`config.mk`:
```
export PLATFORM = sky130hd
export DESIGN_NAME = parity_frame_rx
export DESIGN_NICKNAME = d
export VERILOG_FILES = /design/src/rtl/pfrx_pkg.sv /design/src/rtl/parity_calc.sv /design/src/rtl/parity_frame_rx.sv
export SDC_FILE = /design/constraint.sdc
export NUM_CORES = 1
export LEC_CHECK = 0
export ABC_AREA = 0
export BUFFER_PORTS_ARGS = -buffer_cell sky130_fd_sc_hd__buf_2
export CAP_MARGIN = 30
export CORE_UTILIZATION = 58
export CTS_CLUSTER_DIAMETER = 200
export CTS_CLUSTER_SIZE = 14
export DETAILED_ROUTE_END_ITERATION = 10
export PLACE_DENSITY = 0.81
export REMOVE_ABC_BUFFERS = 1
export SLEW_MARGIN = 10
export SYNTH_ARGS = -nofsm -noshare
export SYNTH_HDL_FRONTEND = slang
export SYNTH_SLANG_ARGS = --single-unit
```
`constraint.sdc`:
```
create_clock -name clk -period 2.5 [get_ports clk]
set_input_delay 0.375 -clock clk [delete_from_list [all_inputs] [get_ports clk]]
set_output_delay 0.375 -clock clk [all_outputs]
set_load 0.01 [all_outputs]
```
`src/rtl/pfrx_pkg.sv`:
```
// Shared types and sizing helpers for the parity frame receiver.
// Used by parity_frame_rx and parity_calc.
package pfrx_pkg;

    typedef enum logic [1:0] {
        IDLE   = 2'd0,
        DATA   = 2'd1,
        PARITY = 2'd2,
        STOP   = 2'd3
    } pfrx_state_t;

    // Bit counter width for a given word size, never narrower than 1
    function automatic int pfrx_cnt_w(input int w);
        return (w > 1) ? $clog2(w) : 1;
    endfunction

    localparam int PFRX_DATA_W = 4;
    localparam int PFRX_CNT_W  = pfrx_cnt_w(PFRX_DATA_W);

    localparam logic [7:0] PFRX_ERR_MAX = 8'hFF;

endpackage

```
`src/rtl/parity_calc.sv`:
```
// Combinational parity check over a received word and its parity bit.
// perr is 1 when data, parity bit and the odd/even selector disagree.
module parity_calc
    import pfrx_pkg::*;
#(
    parameter int DATA_W     = 4,
    parameter int PARITY_ODD = 0
) (
    input  logic [DATA_W-1:0] data,
    input  logic              p_rx,
    output logic              perr
);

    localparam logic ODD = (PARITY_ODD != 0);

    assign perr = (^data) ^ p_rx ^ ODD;

endmodule

```
`src/rtl/parity_frame_rx.sv`:
```
// Framed serial receiver: start, DATA_W data bits LSB first, parity, stop.
// Optional saturating error counter output enabled by PFRX_ERR_CNT_EN.
module parity_frame_rx
    import pfrx_pkg::*;
#(
    parameter int DATA_W     = 4,
    parameter int PARITY_ODD = 0
) (
    input  logic              clk,
    input  logic              rst_n,
    input  logic              bit_en,
    input  logic              rx_in,
    output logic [DATA_W-1:0] out_data,
    output logic              out_perr,
    output logic              out_ferr,
    output logic              out_valid,
    input  logic              out_ready,
    output logic              overrun
`ifdef PFRX_ERR_CNT_EN
    ,
    output logic [7:0]        err_cnt
`endif
);

    localparam int CNT_W = pfrx_cnt_w(DATA_W);
    localparam logic [CNT_W-1:0] LAST = CNT_W'(DATA_W - 1);

    pfrx_state_t       state;
    logic [CNT_W-1:0]  cnt;
    logic [DATA_W-1:0] shreg;
    logic              p_rx;
    logic              perr_new;
    logic              ferr_new;
    logic              complete;
    logic              accept;

    parity_calc #(
        .DATA_W     (DATA_W),
        .PARITY_ODD (PARITY_ODD)
    ) u_parity (
        .data (shreg),
        .p_rx (p_rx),
        .perr (perr_new)
    );

    assign complete = bit_en && (state == STOP);
    assign ferr_new = ~rx_in;
    assign accept   = out_valid && out_ready;

    // Frame FSM and deserialiser, advancing only on bit strobes
    always_ff @(posedge clk or negedge rst_n) begin
        if (!rst_n) begin
            state <= IDLE;
            cnt   <= '0;
            shreg <= '0;
            p_rx  <= 1'b0;
        end else if (bit_en) begin
            unique case (state)
                IDLE: begin
                    if (!rx_in) begin
                        state <= DATA;
                        cnt   <= '0;
                    end
                end
                DATA: begin
                    shreg[cnt] <= rx_in;
                    if (cnt == LAST) begin
                        state <= PARITY;
                    end else begin
                        cnt <= cnt + 1'b1;
                    end
                end
                PARITY: begin
                    p_rx  <= rx_in;
                    state <= STOP;
                end
                STOP: begin
                    state <= IDLE;
                end
                default: state <= IDLE;
            endcase
        end
    end

    // One-entry output buffer; a full, unaccepted buffer drops new frames
    always_ff @(posedge clk or negedge rst_n) begin
        if (!rst_n) begin
            out_data  <= '0;
            out_perr  <= 1'b0;
            out_ferr  <= 1'b0;
            out_valid <= 1'b0;
            overrun   <= 1'b0;
        end else if (complete && (!out_valid || out_ready)) begin
            out_data  <= shreg;
            out_perr  <= perr_new;
            out_ferr  <= ferr_new;
            out_valid <= 1'b1;
        end else if (complete) begin
            overrun <= 1'b1;
        end else if (accept) begin
            out_valid <= 1'b0;
        end
    end

`ifdef PFRX_ERR_CNT_EN
    // Saturating count of completed frames with any error, dropped or not
    always_ff @(posedge clk or negedge rst_n) begin
        if (!rst_n) begin
            err_cnt <= 8'h00;
        end else if (complete && (perr_new || ferr_new)
                     && (err_cnt != PFRX_ERR_MAX)) begin
            err_cnt <= err_cnt + 8'd1;
        end
    end
`endif

endmodule

```
==> impl_results.md <==
- Largest area contributor in the netlist: dfrtp_1
- Cell variety after synth: 26
- Clk Latency, worst-skew pair: 0.29 ns
- TritonCTS clock tree: done
- YS warnings: 0
- Remaining antenna violation count after routing: 0
- Vias in the first global route: between 500 and 600
- # diodes: 0
- Synth Instances: slightly above 70
- Final HPWL DP: 1030 um
- Initial Util: about two thirds
- IO Port Bufs: 12
- Pin count of the biggest net entering global routing: 18
- First-pass GRT wire length: 2310 um
- Hold_buf cts: 1
- Status: finished clean
- Die width: 41.7 um
- RSZ-0062 raised after global routing: no
- VDD IR-drop max: about 0.00064 V
- Post-cts resize count: 0
- Congestion Overflow GR: 0
- FMAX: 613 MHz
- Hold WC Path Type: input port to register
- # nets final: between 100 and 150
- Worst rel slew slack: between 60% and 70%
- Arr. time, crit path: about 1.8 ns
- Vias post-DR: approximately 570
- Period utilization: about two thirds
- Number of flops mapped to enable cells by yosys: 0
- Vias/cell: approximately 5.6
- DR iter-0 viols: 12
- Final setup viols: 0
- Minimum clock period after layout: between 1.5 and 2 ns
- Design area: around 0.0010 mm2
- Die ar.: about 0.0017 mm2
- Share of cells above drive strength 1: around 28%
- P&R area growth vs syn: 11.9%
- Skew final: ~0.0084 ns
- Cell with the most instances after synthesis: dfrtp_1
- Initial antenna violation count: 0
- Mean Syn Cell Area: about 13 um2
- Setup TNS: 0 ns
- Leakage: approximately 0.53 nW
- Longest Clk Path Bufs: 2
- Boundary pin count: 13
- Post-synth top area share: a little under half
- Row count: 13
- Core Region: 0.00138 mm2
- DP Area: approximately 990 um2
- H-Tree Depth: 1
- Clock sinks: 17
- CP Class: register to register
- Prevailing post-synth register cell: dfrtp_1
- Crit. End Element: register
- Worst path required time: 2.67 ns
- Worst slew pin tran: 0.568 ns
- WL per Instance: 12.7 um
- Leading cell types by count after synthesis: dfrtp_1 (17), ha_1 (10), mux2_1 (7)
- All-Layer GR Usage: 18.0%
- Ranking of synthesized cells by area: dfrtp_1 (47%), ha_1 (14%), mux2_1 (8.6%), mux2_4 (3.3%), inv_1 (2.5%)
- Worst setup SP type: register
- Clock root cell: clkbuf_4
- Final hold vios: 0
- Total CTS buffers: 3
- Power Density: 1200 mW/mm2
- Post-synthesis cell area: about 900 um2
- Drt drc: 0
- Max Fanout on Critical Path: 6
- Register area share after synthesis: 46.5%
- Drt first pass iters: 4
- Final Max Tran Viols: 0
- Placer Congestion: about 0.67
- Post-Route WL: roughly 1300 um
- Max cap viols: 0
- Post-CTS setup buffer count: 0
- Synth Register Bits: 17
- Async set-reset flop share out of synthesis: between 90% and 100%
- Worst-path clk slew: around 0.10 ns
- Die Height: 41.7 um
## sequential cells by signal, summed over array words and instances, names as in the netlist
signal / cells
state: 2
out_ferr: 1
out_perr: 1
out_valid: 1
overrun: 1
shreg: 4
out_data: 4
p_rx: 1
cnt: 2
## cell type report
cell class | instances | area, um2
multi-input cells | 47 | 459
flip-flops and latches | 17 | 425
fillers | 100 | 359
repair buffers | 13 | 70.1
clock buffers | 3 | 22.5
inverters | 6 | 22.5
well taps | 15 | 18.8
clock inverters | 1 | 5.00
## cell usage in the layout, fill, tap and decap left out, types with 2 or more instances in the layout
| master | instances |
|---|---|
| mux2i_1 | 2 |
| nand3_1 | 4 |
| ha_1 | 10 |
| mux2_1 | 7 |
| clkbuf_4 | 3 |
| buf_2 | 12 |
| dfrtp_1 | 17 |
| mux2_4 | 2 |
| mux2_2 | 2 |
| nand2_1 | 4 |
| inv_1 | 6 |
## worst paths after layout
check	start	endpoint	slack [ns]	depth (start not counted)
min reg2reg	overrun	overrun	0.49	1
max in group asynchronous	rst_n	shreg[0]	1.72	2
max	state[1]	out_data[3]	0.87	4
min	out_ready	out_valid	0.36	3
min in group asynchronous	rst_n	p_rx	0.51	2
max reg2reg	state[1]	out_data[3]	0.87	4
## critical path: stages (launching register included)
cell and delay (ns):
dfrtp_1 0.42, ha_1 0.17, nand2_1 0.07, nor2b_1 0.47, mux2_1 0.38
## kinds of logic after synthesis
group / Yosys count / synth area share, %
mux: 13 / 16.6
fa+ha+maj: 10 / 13.7
simple gates: 14 / 8.48
compound gates: 7 / 7.11
buf+inv: 7 / 3.28
flops: 17 / 46.5
xor+xnor: 3 / 4.38
## per-stage QoR
| step | worst slack (ns) | power, mW | hold WS (ns) | cells | util [%] |
|---|---|---|---|---|---|
| 2_1_floorplan | 1.05 | 0.939 | 0.0794 | 70 | - |
| 3_3_place_gp | 0.916 | 1.07 | 0.310 | 97 | 71.3 |
| 3_5_place_dp | 0.875 | 1.09 | 0.313 | 97 | 71.3 |
| 4_1_cts | 0.837 | 1.24 | 0.353 | 102 | 74.0 |
| 5_1_grt | 0.738 | 1.32 | 0.386 | 102 | 74.0 |
| 6_report | 0.867 | 1.22 | 0.356 | 102 | 74.0 |
## routing by layer
layer / global-route usage (%) / vias up / wire length, um
met4: 9.68 / 0 / 22
met5: 0 / - / 0
met1: 20.9 / 273 / 608
met3: 5.22 / 3 / 46
met2: 29.7 / 15 / 623
li1: - / 281 / -
## where the power goes
group | leakage [nW] | switching (mW) | internal (mW)
clock network | 0.0177 | 0.0864 | 0.0596
logic | 0.303 | 0.261 | 0.312
registers | 0.209 | 0.0952 | 0.410
total | 0.530 | 0.443 | 0.781
No activity file was read; power rests on OpenSTA's default activity.
